[src/rtl/syn_lb_master.sv]
// syn_lb_master - single-outstanding local-bus initiator turning host commands into LB transactions.
// Every output is a flop; the always_comb block computes each next value and the always_ff block registers it.
module syn_lb_master #(
  parameter int P_DATA_W  = 32,
  parameter int P_ADDR_W  = 16,
  parameter int P_TO_W    = 8,
  parameter int P_TIMEOUT = 255
) (
  input  logic                clk_ir,
  input  logic                rst_il,
  input  logic                cmd_valid_ih,
  output logic                cmd_rdy_oh,
  input  logic                cmd_wr_ih,
  input  logic [P_ADDR_W-1:0] cmd_addr_id,
  input  logic [P_DATA_W-1:0] cmd_wdata_id,
  output logic                rsp_valid_oh,
  input  logic                rsp_rdy_ih,
  output logic                rsp_err_oh,
  output logic [P_DATA_W-1:0] rsp_rdata_od,
  output logic                stray_oh,
  output logic                lb_rd_en_oh,
  output logic                lb_wr_en_oh,
  output logic [P_ADDR_W-1:0] lb_addr_od,
  output logic [P_DATA_W-1:0] lb_wr_data_od,
  input  logic                lb_wr_valid_ih,
  input  logic                lb_rd_valid_ih,
  input  logic [P_DATA_W-1:0] lb_rd_data_id
);

  typedef enum logic [1:0] {IDLE, ISSUE, WAIT, RESP} state_t;

  localparam logic [P_TO_W-1:0] TO_LIM = P_TO_W'(P_TIMEOUT);

  state_t              state, state_d;
  logic                is_wr, is_wr_d;
  logic [P_TO_W-1:0]   cnt, cnt_d;
  logic                cmd_rdy_d, rsp_valid_d, rsp_err_d, stray_d;
  logic                lb_rd_en_d, lb_wr_en_d;
  logic [P_DATA_W-1:0] rsp_rdata_d, lb_wr_data_d;
  logic [P_ADDR_W-1:0] lb_addr_d;
  logic                match, other, any_valid;

  assign match     = is_wr ? lb_wr_valid_ih : lb_rd_valid_ih;
  assign other     = is_wr ? lb_rd_valid_ih : lb_wr_valid_ih;
  assign any_valid = lb_wr_valid_ih | lb_rd_valid_ih;

  always_comb begin
    state_d      = state;
    is_wr_d      = is_wr;
    cnt_d        = cnt;
    cmd_rdy_d    = cmd_rdy_oh;
    rsp_valid_d  = rsp_valid_oh;
    rsp_err_d    = rsp_err_oh;
    rsp_rdata_d  = rsp_rdata_od;
    stray_d      = 1'b0;
    lb_rd_en_d   = 1'b0;
    lb_wr_en_d   = 1'b0;
    lb_addr_d    = lb_addr_od;
    lb_wr_data_d = lb_wr_data_od;
    case (state)
      IDLE: begin
        stray_d = any_valid;
        if (cmd_valid_ih && cmd_rdy_oh) begin
          is_wr_d      = cmd_wr_ih;
          lb_addr_d    = cmd_addr_id;
          lb_wr_data_d = cmd_wdata_id;
          lb_wr_en_d   = cmd_wr_ih;
          lb_rd_en_d   = !cmd_wr_ih;
          cmd_rdy_d    = 1'b0;
          state_d      = ISSUE;
        end
      end
      ISSUE, WAIT: begin
        stray_d = other;
        // A completing valid beats a simultaneous timeout.
        if (match) begin
          rsp_valid_d = 1'b1;
          rsp_err_d   = 1'b0;
          rsp_rdata_d = is_wr ? '0 : lb_rd_data_id;
          state_d     = RESP;
        end else if (state == ISSUE) begin
          cnt_d   = '0;
          state_d = WAIT;
        end else begin
          cnt_d = (cnt == TO_LIM) ? cnt : cnt + 1'b1;
          if (cnt_d == TO_LIM) begin
            rsp_valid_d = 1'b1;
            rsp_err_d   = 1'b1;
            rsp_rdata_d = '0;
            state_d     = RESP;
          end
        end
      end
      RESP: begin
        stray_d = any_valid;
        if (rsp_rdy_ih) begin
          rsp_valid_d = 1'b0;
          rsp_err_d   = 1'b0;
          rsp_rdata_d = '0;
          cmd_rdy_d   = 1'b1;
          state_d     = IDLE;
        end
      end
      default: state_d = IDLE;
    endcase
  end

  always_ff @(posedge clk_ir or negedge rst_il) begin
    if (!rst_il) begin
      state         <= IDLE;
      is_wr         <= 1'b0;
      cnt           <= '0;
      cmd_rdy_oh    <= 1'b1;
      rsp_valid_oh  <= 1'b0;
      rsp_err_oh    <= 1'b0;
      rsp_rdata_od  <= '0;
      stray_oh      <= 1'b0;
      lb_rd_en_oh   <= 1'b0;
      lb_wr_en_oh   <= 1'b0;
      lb_addr_od    <= '0;
      lb_wr_data_od <= '0;
    end else begin
      state         <= state_d;
      is_wr         <= is_wr_d;
      cnt           <= cnt_d;
      cmd_rdy_oh    <= cmd_rdy_d;
      rsp_valid_oh  <= rsp_valid_d;
      rsp_err_oh    <= rsp_err_d;
      rsp_rdata_od  <= rsp_rdata_d;
      stray_oh      <= stray_d;
      lb_rd_en_oh   <= lb_rd_en_d;
      lb_wr_en_oh   <= lb_wr_en_d;
      lb_addr_od    <= lb_addr_d;
      lb_wr_data_od <= lb_wr_data_d;
    end
  end

endmodule

[config.mk]
export PLATFORM = sky130hd
export DESIGN_NAME = syn_lb_master
export DESIGN_NICKNAME = d
export VERILOG_FILES = /design/src/rtl/syn_lb_master.sv
export SDC_FILE = /design/constraint.sdc
export NUM_CORES = 1
export LEC_CHECK = 0
export ABC_AREA = 1
export CORE_MARGIN = 8
export CORE_UTILIZATION = 43
export DETAILED_ROUTE_END_ITERATION = 12
export PLACE_DENSITY = 0.81
export SETUP_SLACK_MARGIN = 0.4
export SLEW_MARGIN = 15
export SYNTH_ARGS = -nofsm -noshare
export SYNTH_HDL_FRONTEND = slang
export SYNTH_SLANG_ARGS = --single-unit
export TNS_END_PERCENT = 30
[constraint.sdc]
create_clock -name clk_ir -period 2 [get_ports clk_ir]
set_input_delay 0.2 -clock clk_ir [delete_from_list [all_inputs] [get_ports clk_ir]]
set_output_delay 0.2 -clock clk_ir [all_outputs]
set_load 0.03 [all_outputs]
* Yosys cells after proc, flatten, opt, wreduce, memory -nomap -nowiden
Index checks and enable logic that the tools add are counted.
W data, S select, Z words.
** Storage, ports and cells
- Register bits :: 97
- Input port bits :: 87
- Output and inout bits :: 86
- Logic and storage cells :: 68
** Cells by class
- Add/subtract/negate cells :: 1
- Equality and inequality tests :: 10
- Mux-type cells :: 31
- Bitwise operators :: 2
- Reductions and logical operators :: 12
** Operator list (number)
- $mux W32 :: 5
- $pmux W32 S2 :: 1
- $eq A8 B8 Y1 const B :: 2
- $mux W8 :: 2
- $mux W1 :: 13
- $mux W2 :: 5
- $add A8 B1 Y8 const B :: 1
- $pmux W1 S2 :: 4
- $ne A3 B3 Y1 const B :: 2
- $pmux W2 S3 :: 1
- $reduce_and A3 Y1 :: 2
- $eq A2 B2 Y1 const B :: 2
- $ne A2 B2 Y1 const B :: 2
- $ne A4 B4 Y1 const B :: 1
- $reduce_and A2 Y1 :: 2
- $reduce_and A4 Y1 :: 1
- $reduce_bool A2 Y1 :: 2
- $reduce_or A2 Y1 :: 2
- $eq A2 B1 Y1 const B :: 1
- $logic_not A2 Y1 :: 1
- $logic_and A1 B1 Y1 :: 1
- $logic_not A1 Y1 :: 1
- $not A1 Y1 :: 1
- $or A1 B1 Y1 :: 1

* Depth between registers and ports, before layout
Gate-level depths: netlist (run 1).
- Depth in word-level cells :: 7
- Depth in mapped cells :: 15
- Gate-level depth less buffers :: 13

* Worst setup path after synthesis (run 1)
No wires, ideal clock.
- Kind :: register to register
- Start point :: register cnt[0]
- End point :: register rsp_rdata_od[13]
- Library setup time :: 0.130 ns
- Arrival time :: 1.695 ns
- Data required time :: 1.870 ns
- Slack :: 0.175 ns
- Stages on the path, launching flop included :: 16
- Path buffers :: 2
- Clock period less this slack :: 1.825 ns
- Cells stage by stage :: dfrtp_1 -> ha_1 -> nand3_1 -> inv_2 -> nand2_2 -> nand2_1 -> nand2_1 -> nand2_1 -> nor2_1 -> nand2_1 -> nand2_1 -> nand2_2 -> buf_6 -> buf_6 -> nand2_1 -> o21ai_1
** Between the ends
- Word-level cells in the longest chain between the ends :: 5
- Elaborated cells on any way between the ends :: 6
- Classes of those cells :: add/sub: 1; eq/ne: 3; mux: 1; reduce/logical: 1
** RTL lines
- from (decl) :: RTL line 36 : logic [P_TO_W-1:0] cnt, cnt_d;
- from (signal assigned) :: RTL line 125 : cnt <= cnt_d;
- $add A8 B1 Y8 / $eq A8 B8 Y1 (equally long branches) :: RTL line 85 : cnt_d = (cnt == TO_LIM) ? cnt : cnt + 1'b1;
- $mux W8 (*) :: RTL line 85
- $eq A8 B8 Y1 (*) :: RTL line 86 : if (cnt_d == TO_LIM) begin
- $ne A3 B3 Y1 (no line) (*)
- $reduce_and A4 Y1 (no line) (*)
- to (signal assigned) :: RTL line 129 : rsp_rdata_od <= rsp_rdata_d;
- to (decl) :: RTL line 19 : output logic [P_DATA_W-1:0] rsp_rdata_od,
Mark *: on every way between the ends. The rest lies on a longest branch, timed or not.
A chain may end at the register's enable or synchronous reset.

* Final worst setup path (run 1)
- Start point :: register cnt[0]
- End point :: register rsp_rdata_od[27]
The elaborated chain is that of the path after synthesis.

==> results of run 1 <==
what timing repair did:
item                                    CTS  global route
pin swaps                                 1             6
hold buffers                              1             0
endpoints found under the setup margin  102           122
endpoints found under the hold margin    21             0
gates resized for setup                   6           118
buffers inserted                          2             2
cloned                                    2             8
power groups by stage:
| stage | Clock [uW] | Sequential (uW) | Combinational [uW] |
|---|---|---|---|
| floorplan | 0 | 5000 | 2230 |
| global placement | 0 | 3390 | 6200 |
| detailed placement | 0 | 3430 | 6300 |
| CTS | 1320 | 3400 | 6780 |
| global route | 1410 | 3490 | 8240 |
| finish | 1290 | 3390 | 7830 |
cells by family after synthesis:
| kind of cell | after synthesis | share of synthesized area |
|---|---|---|
| multiplexers | 48 | 0.131 |
| buffers and inverters | 38 | 0.0409 |
| XOR/XNOR | 1 | 0.00212 |
| AO/OA/AOI/OAI | 49 | 0.0658 |
| flip-flops | 97 | 0.589 |
| adder cells (fa/ha/maj) | 4 | 0.0121 |
| AND/OR/NAND/NOR | 143 | 0.159 |
final timing paths:
kind | depth (start not counted) | from | to | slack, ns
setup reg to reg | 13 | cnt[0] | rsp_rdata_od[27] | 0.03
hold / removal | 2 | rst_il | cnt[4] | 0.29
min in group clk_ir | 3 | cmd_wr_ih | lb_wr_en_oh | 0.42
max in group asynchronous | 3 | rst_il | lb_wr_data_od[28] | 1.05
hold reg to reg | 2 | rsp_rdata_od[8] | rsp_rdata_od[8] | 0.50
setup / recovery | 13 | cnt[0] | rsp_rdata_od[27] | 0.03
through the flow:
step	std cells	utilization	setup slack, ns	total power (uW)	TNS [ns]
final	700	0.737	0.0324	12500	0
after global placement	670	0.653	0.118	9590	0
after floorplan	380	-	0.259	7230	0
after global routing	700	0.737	-0.0666	13100	-0.346
after CTS	690	0.685	0.0887	11500	0
after detailed placement	670	0.653	0.0334	9730	0
state kept, by name, indices dropped and copies added (netlist names):
name           count
state              2
cmd_rdy_oh         1
is_wr              1
stray_oh           1
lb_addr_od        16
lb_wr_en_oh        1
lb_wr_data_od     32
rsp_rdata_od      32
lb_rd_en_oh        1
rsp_err_oh         1
cnt                8
rsp_valid_oh       1
metal layers:
layer,routed length [um],vias to the layer above
met2,6970,138
met5,0,-
met4,337,0
met3,900,24
li1,-,1684
met1,4900,1818
critical path, delay by kind of cell (launching register included):
| family | cells | cell delay (ns) |
|---|---|---|
| simple gates | 9 | 0.83 |
| flops | 1 | 0.44 |
| buf+inv | 2 | 0.26 |
| fa+ha+maj | 1 | 0.19 |
| compound gates | 1 | 0.16 |
area by class of cell:
cell class,count,area [sq um]
flip-flops and latches,97,2430
fillers,643,2440
well taps,129,161
multi-input cells,246,1680
clock inverters,5,63.8
inverters,16,61.3
clock buffers,10,138
repair buffers,197,2310
cell usage in the layout, fill, tap and decap left out, drive strengths merged, types with 16 or more instances in the layout:
cell,instances
buf,19
clkbuf,16
clkdlybuf4s50,85
dfrtp,96
dlymetal6s2s,86
inv,16
mux2,48
nand2,84
nand4,35
o21ai,43
==> summary.md, run 1 <==
| Metric | Value |
|---|---|
| Initial antenna violation count | `0` |
| DP Area | `6060 sq um` |
| Crit-path max cell delay | `0.44 ns` |
| Clock Tree Root | `clkbuf_8` |
| Final Cycle Share | `0.984` |
| Cell area after layout | `6840 sq um` |
| Top area cells in the synthesized netlist | `dfrtp_1 58%, mux2_2 13%, nand2_1 7.3%` |
| Hold slack | `0.293 ns` |
| Num CTS Buffers | `9` |
| Number of detailed-route iterations in the first pass | `5` |
| Area Growth Syn to Fin | `65.9%` |
| Sequential fraction of the synthesis area | `0.589` |
| Yosys reg bits | `97` |
| Largest net degree at the start of global routing | `50` |
| I/O pins | `173` |
| VDD IR max | `0.949 mV` |
| CTS sink count | `97` |
| DIE AREA | `13000 sq um` |
| Layout cells sized above 1 | `0.224` |
| Switching share of power | `0.442` |
| Clock Skews | `0.0131 ns` |
| Slew @ Worst Pin | `0.379 ns` |
| Mapped Avg Cell Area | `10.9 sq um` |
| Clk Latency, worst-skew pair | `0.35 ns` |
| Critical Path Source Type | `flip-flop` |
| Clock Pin Slew Worst Setup and Hold Paths | `0.09 ns` |
| Vias/cell | `5.23` |
| Syn_nets | `471` |
| GR peak layer | `met2` |
| Cell variety after synth | `24` |
| Fmax | `0.508 GHz` |
| Commonest register cell after synthesis | `dfrtp_1` |
| Post-synth EDFFs | `0` |
| H-Tree Depth | `3` |
| Clk pwr share | `0.103` |
| Sequential power share | `0.271` |
| Mapped Area | `4130 sq um` |
| Comb pwr share | `0.626` |
| Initial Util | `0.444` |
| Placer congestion estimate | `0.806` |
| Routed Antenna Nets | `0` |
| Biggest area consumer among synthesized cells | `dfrtp_1` |
| Max FO, Critical Path | `8` |
| Critical path arrival | `2.24 ns` |
| Leakage power | `0.00396 uW` |
| RSZ-0062 raised after global routing | `true` |
| Number of DRC markers in iteration 0 | `181` |
| Crit Path Category | `reg -> reg` |
| Chip width | `114 um` |
| GR Overflow Total | `0` |
| Cells after synthesis | `380` |
| Cell mode on critical path | `nand2_2` |
| Met3 Resource Use GR | `0.0634` |
| Chip Height | `114 um` |
| YS warnings | `0` |
| Nets | `658` |
| Cell row count | `35` |
| Post-detail-place hpwl | `8590 um` |
| CP required | `2.27 ns` |
| Cell internal pwr | `6980 uW` |
| Critical-path top delay cell | `dfrtp_2` |
| Final min period | `1.97 ns` |
| CTS tree | `done` |
| Min-Delay Path Class | `in -> async` |
| Commonest cells post-synth | `96 x dfrtp_1, 80 x nand2_1, 48 x mux2_2` |
| GRT Util Overall | `0.182` |
| M1 GR Usage | `0.190` |
| Hold Vio Cnt, Final | `0` |
| Total Routed Length | `13100 um` |
| DRC viols | `0` |
| Worst rel slew slack | `0.747` |
| Post-synth top area share | `0.582` |
| Sw Pwr | `5520 uW` |
| Ys async rst share | `1.00` |
| DR WL/cell | `18.7 um` |
| Power per cell area | `1830 nW/um^2` |
| Max cap viols | `0` |
| Most common cell in the netlist | `dfrtp_1` |
| PortBufs | `172` |
| Vias in the first global route | `3781` |
| Final setup fails | `0` |
| Status | `finished, final reports clean` |
| Clk buf depth | `2` |
| Crit end category | `flip-flop` |
| Vias | `3664` |
| First-pass GRT wire length | `18800 um` |
| Core outline area | `9280 sq um` |
| # diodes | `0` |
| Crit-path cells | `ha_4 -> nand3_2 -> inv_2 -> nand2_4 -> nand2_2 -> nand2_2 -> nand2_2 -> nor2_2 -> nand2_2 -> nand2_4 -> nand2_4 -> clkbuf_16 -> o21ai_0` |
| GR Util met2 | `0.324` |
| Final Slew Violations | `0` |
(Power assumes the default switching activity.)
==> inputs of run 2 (changes only) <==
--- a/config.mk
+++ b/config.mk
@@ -5,13 +5,11 @@
 export SDC_FILE = /design/constraint.sdc
 export NUM_CORES = 1
 export LEC_CHECK = 0
-export ABC_AREA = 1
 export CORE_MARGIN = 8
-export CORE_UTILIZATION = 43
+export CORE_UTILIZATION = 44
 export DETAILED_ROUTE_END_ITERATION = 12
 export PLACE_DENSITY = 0.81
 export SETUP_SLACK_MARGIN = 0.4
-export SLEW_MARGIN = 15
 export SYNTH_ARGS = -nofsm -noshare
 export SYNTH_HDL_FRONTEND = slang
 export SYNTH_SLANG_ARGS = --single-unit
==> summary.md, run 2 <==
| Metric | Value |
|---|---|
| Status | `finished with violations (was finished, final reports clean)` |
| Violated checks | `negative setup slack` |
| Min-Delay Path Class | `in -> async (unchanged)` |
| VDD IR max | `0.450 mV (was 0.949 mV)` |
| Initial Util | `0.451 (was 0.444)` |
| Vias | `3658 (was 3664)` |
| Num CTS Buffers | `9 (unchanged)` |
| Initial antenna violation count | `0 (unchanged)` |
| Yosys reg bits | `97 (unchanged)` |
| Biggest area consumer among synthesized cells | `dfrtp_1 (unchanged)` |
| Fmax | `0.492 GHz (was 0.508 GHz)` |
| GR Overflow Total | `0 (unchanged)` |
| Final setup fails | `5 (was 0)` |
| PortBufs | `172 (unchanged)` |
| Final setup margin | `-0.0324 ns (was 0.0324 ns)` |
| Sequential fraction of the synthesis area | `0.553 (was 0.589)` |
| Cell variety after synth | `45 (was 24)` |
| Core outline area | `9730 sq um (was 9280 sq um)` |
| Sequential power share | `0.574 (was 0.271)` |
| Commonest register cell after synthesis | `dfrtp_1 (unchanged)` |
| Leakage power | `0.00449 uW (was 0.00396 uW)` |
| Largest net degree at the start of global routing | `43 (was 50)` |
| DIE AREA | `13400 sq um (was 13000 sq um)` |
| Area Growth Syn to Fin | `61.6% (was 65.9%)` |
| Routed Antenna Nets | `0 (unchanged)` |
| Number of DRC markers in iteration 0 | `203 (was 181)` |
| Placer congestion estimate | `0.874 (was 0.806)` |
| Crit end category | `flip-flop (unchanged)` |
| Slew @ Worst Pin | `0.414 ns (was 0.379 ns)` |
| Mapped Avg Cell Area | `12.1 sq um (was 10.9 sq um)` |
| Post-detail-place hpwl | `9080 um (was 8590 um)` |
| Final min period | `2.03 ns (was 1.97 ns)` |
| Max cap viols | `0 (unchanged)` |
| Layout cells sized above 1 | `0.276 (was 0.224)` |
| Comb pwr share | `0.068 (was 0.626)` |
| Chip width | `116 um (was 114 um)` |
| CP required | `2.29 ns (was 2.27 ns)` |
| Commonest non-fill, non-tap cell in the layout | `dfrtp_1 (unchanged)` |
| RSZ-0062 raised after global routing | `true (unchanged)` |
| Final Slew Violations | `0 (unchanged)` |
| CTS sink count | `97 (unchanged)` |
| Post-synth EDFFs | `0 (unchanged)` |
| DR WL/cell | `18.7 um (about the same)` |
| Switching share of power | `0.240 (was 0.442)` |
| Biggest regs | `lb_wr_data_od (32), rsp_rdata_od (32), lb_addr_od (16) (unchanged)` |
| Mapped Area | `4390 sq um (was 4130 sq um)` |
| Nets | `651 (was 658)` |
| Clock Pin Slew Worst Setup and Hold Paths | `0.11 ns (was 0.09 ns)` |
| GRT Util Overall | `0.191 (was 0.182)` |
| Clk Latency, worst-skew pair | `0.36 ns (was 0.35 ns)` |
| Vias in the first global route | `3890 (was 3781)` |
| Cell internal pwr | `2600 uW (was 6980 uW)` |
| Commonest cells post-synth | `96 x dfrtp_1, 48 x mux2_2, 42 x inv_1 (was 96 x dfrtp_1, 80 x nand2_1, 48 x mux2_2)` |
| Sw Pwr | `821 uW (was 5520 uW)` |
| Crit Path Category | `reg -> reg (unchanged)` |
| Ys async rst share | `1.00 (unchanged)` |
| H-Tree Depth | `3 (unchanged)` |
| Critical Path Source Type | `flip-flop (unchanged)` |
| Setup tns final | `-0.0805 ns (was 0 ns)` |
| Chip Height | `116 um (was 114 um)` |
| CTS tree | `done (unchanged)` |
| Hold Vio Cnt, Final | `0 (unchanged)` |
| Top area cells in the synthesized netlist | `dfrtp_1 55%, mux2_2 12%, o21ai_2 6.0% (was dfrtp_1 58%, mux2_2 13%, nand2_1 7.3%)` |
| Vias/cell | `5.24 (was 5.23)` |
| Cell row count | `36 (was 35)` |
| Power per cell area | `482 nW/um^2 (was 1830 nW/um^2)` |
| Clock Skews | `0.0151 ns (was 0.0131 ns)` |
| Number of detailed-route iterations in the first pass | `4 (was 5)` |
| Critical path arrival | `2.32 ns (was 2.24 ns)` |
| Most common cell in the netlist | `dfrtp_1 (unchanged)` |
| Post-synth top area share | `0.547 (was 0.582)` |
| DRC viols | `0 (unchanged)` |
| First-pass GRT wire length | `20300 um (was 18800 um)` |
| # diodes | `0 (unchanged)` |
| I/O pins | `173 (unchanged)` |
| Cells after synthesis | `363 (was 380)` |
| Max FO, Critical Path | `7 (was 8)` |
| Commonest cells after routing, fill and taps aside | `92 x dfrtp_1, 85 x clkdlybuf4s50_1, 85 x dlymetal6s2s_1 (was 93 x dfrtp_1, 86 x dlymetal6s2s_1, 85 x clkdlybuf4s50_1)` |
| Total Routed Length | `13100 um (about the same)` |
| Clk pwr share | `0.358 (was 0.103)` |
| Worst rel slew slack | `0.724 (was 0.747)` |
| Clock Tree Root | `clkbuf_8 (unchanged)` |
| Cell area after layout | `7090 sq um (was 6840 sq um)` |
| Total power | `3420 uW (was 12500 uW)` |
| YS warnings | `0 (unchanged)` |
| DP Area | `6400 sq um (was 6060 sq um)` |
| Syn_nets | `454 (was 471)` |
| Final Cycle Share | `1.02 (was 0.984)` |
| Clk buf depth | `2 (unchanged)` |
==> run 2: cell types whose count changed after synthesis, moves of 4 or more <==
cell	change
nand2_1	-68
nand4_1	-34
a22oi_1	+33
inv_1	+29
o21ai_2	+26
o21ai_0	-18
o21ai_1	-16
nand3_1	-12
a21oi_1	+11
nor2_1	+7
mux2i_1	+4
nor3_1	+4
==> run 2: metal layers <==
layer,share of wire,global-route usage
met5,0,0
met4,0.020,0.0631
met3,0.10,0.0808
met2,0.48,0.306
met1,0.40,0.225
==> run 2: final timing paths <==
check                                     from                to  slack [ns]  cells past startpoint
worst max-delay path                    cnt[0]  rsp_rdata_od[21]       -0.03                      9
worst min-delay path                    rst_il   rsp_rdata_od[9]        0.32                      2
worst max register to register          cnt[0]  rsp_rdata_od[21]       -0.03                      9
worst min register to register  lb_addr_od[10]    lb_addr_od[10]        0.51                      1
max in group asynchronous               rst_il  rsp_rdata_od[19]        0.99                      3
min in group clk_ir                  cmd_wr_ih       lb_rd_en_oh        0.38                      2
==> run 2: final cells by class <==
| class | count | area [sq um] |
|---|---|---|
| multi-input cells | 206 | 1830 |
| well taps | 133 | 166 |
| flip-flops and latches | 97 | 2430 |
| fillers | 665 | 2640 |
| clock buffers | 9 | 124 |
| repair buffers | 204 | 2310 |
| clock inverters | 7 | 63.8 |
| inverters | 42 | 158 |
==> run 2: timing repair <==
| item | CTS | global route |
|---|---|---|
| endpoints found under the setup margin | 139 | 148 |
| endpoints found under the hold margin | 30 | 0 |
| gates resized for setup | 19 | 95 |
| pin swaps | 9 | 4 |
| hold buffers | 1 | 0 |
| buffers inserted | 10 | 3 |
| cloned | 3 | 0 |
==> run 2: cell families after synthesis <==
logic type | share of synthesized area
AO/OA/AOI/OAI | 0.195
adder cells (fa/ha/maj) | 0.0114
buffers and inverters | 0.0564
flip-flops | 0.553
multiplexers | 0.132
AND/OR/NAND/NOR | 0.0516
==> run 2: power groups by stage <==
stage / Clock [uW] / Combinational [uW] / Sequential [uW]
final: 1220 / 232 / 1960
after CTS: 1250 / 234 / 1960
after global placement: 0 / 226 / 2000
after global routing: 1340 / 252 / 1960
after floorplan: 0 / 5.38 / 2000
after detailed placement: 0 / 230 / 2000
==> run 2: critical path, stage by stage (launching register included) <==
cell	delay [ns]
dfrtp_2	0.44
ha_4	0.19
nand4_1	0.18
o211a_1	0.30
o211ai_4	0.23
o31ai_4	0.09
buf_4	0.14
buf_6	0.12
buf_16	0.13
o21ai_2	0.14
==> run 2: through the flow <==
step           utilization  cells  hold slack, ns  setup slack, ns
5_1_grt              0.729    698           0.346          -0.0667
4_1_cts              0.700    695           0.306          0.00563
6_report             0.729    698           0.316          -0.0324
3_5_place_dp         0.658    665           0.162          -0.0733
3_3_place_gp         0.658    665           0.161           0.0335
2_1_floorplan            -    363         -0.0956            0.140
==> inputs of run 3 (changes only) <==
--- a/config.mk
+++ b/config.mk
@@ -5,10 +5,11 @@
 export SDC_FILE = /design/constraint.sdc
 export NUM_CORES = 1
 export LEC_CHECK = 0
+export ABC_AREA = 1
 export CORE_MARGIN = 8
-export CORE_UTILIZATION = 44
+export CORE_UTILIZATION = 46
 export DETAILED_ROUTE_END_ITERATION = 12
-export PLACE_DENSITY = 0.81
+export PLACE_DENSITY = 0.85
 export SETUP_SLACK_MARGIN = 0.4
 export SYNTH_ARGS = -nofsm -noshare
 export SYNTH_HDL_FRONTEND = slang
==> constraint.sdc (replaced) <==
create_clock -name clk_ir -period 2.4 [get_ports clk_ir]
set_input_delay 0.24 -clock clk_ir [delete_from_list [all_inputs] [get_ports clk_ir]]
set_output_delay 0.24 -clock clk_ir [all_outputs]
set_load 0.03 [all_outputs]
==> summary.md, run 3 (synthesized netlist as in run 1, its figures left out) <==
| Metric | Value |
|---|---|
| Status | `finished, final reports clean (was finished with violations)` |
| Nets | `650 (was 651)` |
| Core outline area | `8720 sq um (was 9730 sq um)` |
| Reg2Reg Setup Slack | `0.43 ns (was -0.03 ns)` |
| Layout cells sized above 1 | `0.181 (was 0.276)` |
| Worst R2R Path Depth | `11 (was 9)` |
| Largest net degree at the start of global routing | `69 (was 43)` |
| Placed cells | `647 (was 665)` |
| Setup tns final | `0 ns (was -0.0805 ns)` |
| Critical path buffer and inverter count | `1 (was 3)` |
| Clock Skews | `0.0132 ns (was 0.0151 ns)` |
| Cell row count | `34 (was 36)` |
| Crit end category | `flip-flop (unchanged)` |
| Clock Tree Root | `clkbuf_8 (unchanged)` |
| Vias | `3613 (was 3658)` |
| Biggest regs | `lb_wr_data_od (32), rsp_rdata_od (32), lb_addr_od (16) (unchanged)` |
| Num CTS Buffers | `9 (unchanged)` |
| Hold path depth | `3` |
| Clk Latency, worst-skew pair | `0.37 ns (was 0.36 ns)` |
| Number of detailed-route iterations in the first pass | `6 (was 4)` |
| Min-Delay Path Class | `in -> reg (was in -> async)` |
| Vias in the first global route | `3616 (was 3890)` |
| Vias/cell | `5.38 (was 5.24)` |
| I/O pins | `173 (unchanged)` |
| Crit-path max cell delay | `0.47 ns (was 0.44 ns)` |
| Routed Antenna Nets | `0 (unchanged)` |
| RSZ-0062 raised after global routing | `false (was true)` |
| Multi-input logic area | `1570 sq um (was 1830 sq um)` |
| GRT Util Overall | `0.189 (was 0.191)` |
| Power per cell area | `1510 nW/um^2 (was 482 nW/um^2)` |
| Final Instance Count excl. Fillers | `672 (was 698)` |
| Final Cycle Share | `0.820 (was 1.02)` |
| Leakage power | `0.00270 uW (was 0.00449 uW)` |
| Clk buf depth | `2 (unchanged)` |
| Initial antenna violation count | `0 (unchanged)` |
| Commonest cells after routing, fill and taps aside | `171 x clkdlybuf4s50_1, 94 x dfrtp_1, 79 x nand2_1 (was 92 x dfrtp_1, 85 x clkdlybuf4s50_1, 85 x dlymetal6s2s_1)` |
| Worst rel slew slack | `0.598 (was 0.724)` |
| CP required | `2.67 ns (was 2.29 ns)` |
| Critical Path Source Type | `flip-flop (unchanged)` |
| Stages on the worst setup path | `11 (was 9)` |
| DR WL/cell | `18.5 um (was 18.7 um)` |
| Final setup fails | `0 (was 5)` |
| CTS tree | `done (unchanged)` |
| Number of DRC markers in iteration 0 | `244 (was 203)` |
| Post-detail-place hpwl | `8870 um (was 9080 um)` |
| Crit-path cells | `nand2_1 -> nor2_2 -> nand2_4 -> nand2_1 -> nand3_1 -> nor2_1 -> nand2_1 -> nand2_2 -> nand2_4 -> clkbuf_16 -> o21ai_0 (was ha_4 -> nand4_1 -> o211a_1 -> o211ai_4 -> o31ai_4 -> buf_4 -> buf_6 -> buf_16 -> o21ai_2)` |
| Critical-path top delay cell | `dfrtp_1 (was dfrtp_2)` |
| DRC viols | `0 (unchanged)` |
| GR Overflow Total | `0 (unchanged)` |
| VDD IR max | `0.947 mV (was 0.450 mV)` |
| Max FO, Critical Path | `17 (was 7)` |
| CTS sink count | `97 (unchanged)` |
| Fillers | `593 (was 665)` |
| Chip width | `111 um (was 116 um)` |
| Fmax | `0.508 GHz (was 0.492 GHz)` |
| Hold Vio Cnt, Final | `0 (unchanged)` |
| Crit Path Category | `reg -> reg (unchanged)` |
| PortBufs | `172 (unchanged)` |
| Initial Util | `0.473 (was 0.451)` |
| Area Growth Syn to Fin | `52.8% (was 61.6%)` |
| Worst path top cell family by delay | `simple AND/OR/NAND/NOR gates (was compound AO/OA/AOI/OAI gates)` |
| Clock Pin Slew Worst Setup and Hold Paths | `0.11 ns (about the same)` |
| Chip Height | `111 um (was 116 um)` |
| H-Tree Depth | `3 (unchanged)` |
| Critical path arrival | `2.24 ns (was 2.32 ns)` |
| Placer congestion estimate | `0.856 (was 0.874)` |
| Hold slack | `0.413 ns (was 0.316 ns)` |
| Seq. cell area | `2430 sq um (about the same)` |
| # diodes | `0 (unchanged)` |
| Final min period | `1.97 ns (was 2.03 ns)` |
| Total Routed Length | `12400 um (was 13100 um)` |
| Slew @ Worst Pin | `0.603 ns (was 0.414 ns)` |
| Max cap viols | `0 (unchanged)` |
| DIE AREA | `12300 sq um (was 13400 sq um)` |
| Commonest non-fill, non-tap cell in the layout | `clkdlybuf4s50_1 (was dfrtp_1)` |
| Cell mode on critical path | `nand2_1` |
| First-pass GRT wire length | `18900 um (was 20300 um)` |
| Final Slew Violations | `0 (unchanged)` |
run 3: cell types whose count changed in the layout (fill, tap and decap cells not counted), moves of 26 or more:
cell	before	now
clkdlybuf4s50_1	85	171
dlymetal6s2s_1	85	0
nand2_1	11	79
nand4_1	1	35
a22oi_1	33	0
inv_1	42	12
o21ai_2	30	4
run 3: area by class of cell:
| type | instances | share of cell area |
|---|---|---|
| repair buffers | 190 | 0.305 |
| multi-input cells | 245 | 0.249 |
| well taps | 108 | 0.0214 |
| clock buffers | 9 | 0.0197 |
| inverters | 16 | 0.00953 |
| flip-flops and latches | 97 | 0.386 |
| clock inverters | 7 | 0.00993 |
run 3: metal layers:
metal | track usage | vias to the layer above | wire (um)
met5 | 0 | - | 0
met4 | 0.0721 | 0 | 232
met3 | 0.0844 | 20 | 1360
met2 | 0.300 | 182 | 5890
met1 | 0.218 | 1750 | 4950
li1 | - | 1661 | -
run 3: per-stage QoR:
stage               power (uW)  utilization  instance area, sq um  setup WS [ns]
finish                    9510        0.723                  6300          0.432
global route             10000        0.723                  6300          0.351
CTS                       9090        0.708                  6170          0.433
detailed placement        8030        0.684                  5970          0.350
global placement          7900        0.684                  5970          0.413
floorplan                 5980            -                  4130          0.575
run 3: path summary, 6_finish.rpt:
path / startpoint / endpoint
worst max-delay path: cnt[5] / rsp_rdata_od[30]
max in group asynchronous: rst_il / cnt[2]
worst min-delay path: cmd_wr_ih / lb_wr_en_oh
worst max register to register: cnt[5] / rsp_rdata_od[30]
worst min register to register: rsp_rdata_od[24] / rsp_rdata_od[24]
min in group asynchronous: rst_il / rsp_rdata_od[28]
run 3: worst register-to-register path: stages (launching register included):
cell and delay (ns):
dfrtp_1 0.47, nand2_1 0.10, nor2_2 0.21, nand2_4 0.12
nand2_1 0.11, nand3_1 0.08, nor2_1 0.11, nand2_1 0.08
nand2_2 0.08, nand2_4 0.09, clkbuf_16 0.20, o21ai_0 0.23
run 3: repair_timing:
action / CTS / global route
endpoints found under the setup margin: 22 / 34
cloned: 0 / 3
hold endpoints to repair: 43 / 0
hold buffers: 1 / 0
gates resized for setup: 1 / 11
setup buffers: 1 / 4
pin swaps: 0 / 2
run 3: report_power, final:
part	total, uW	switching (uW)	internal, uW
combinational	5640	3250	2390
clock	1030	630	401
sequential	2840	446	2390
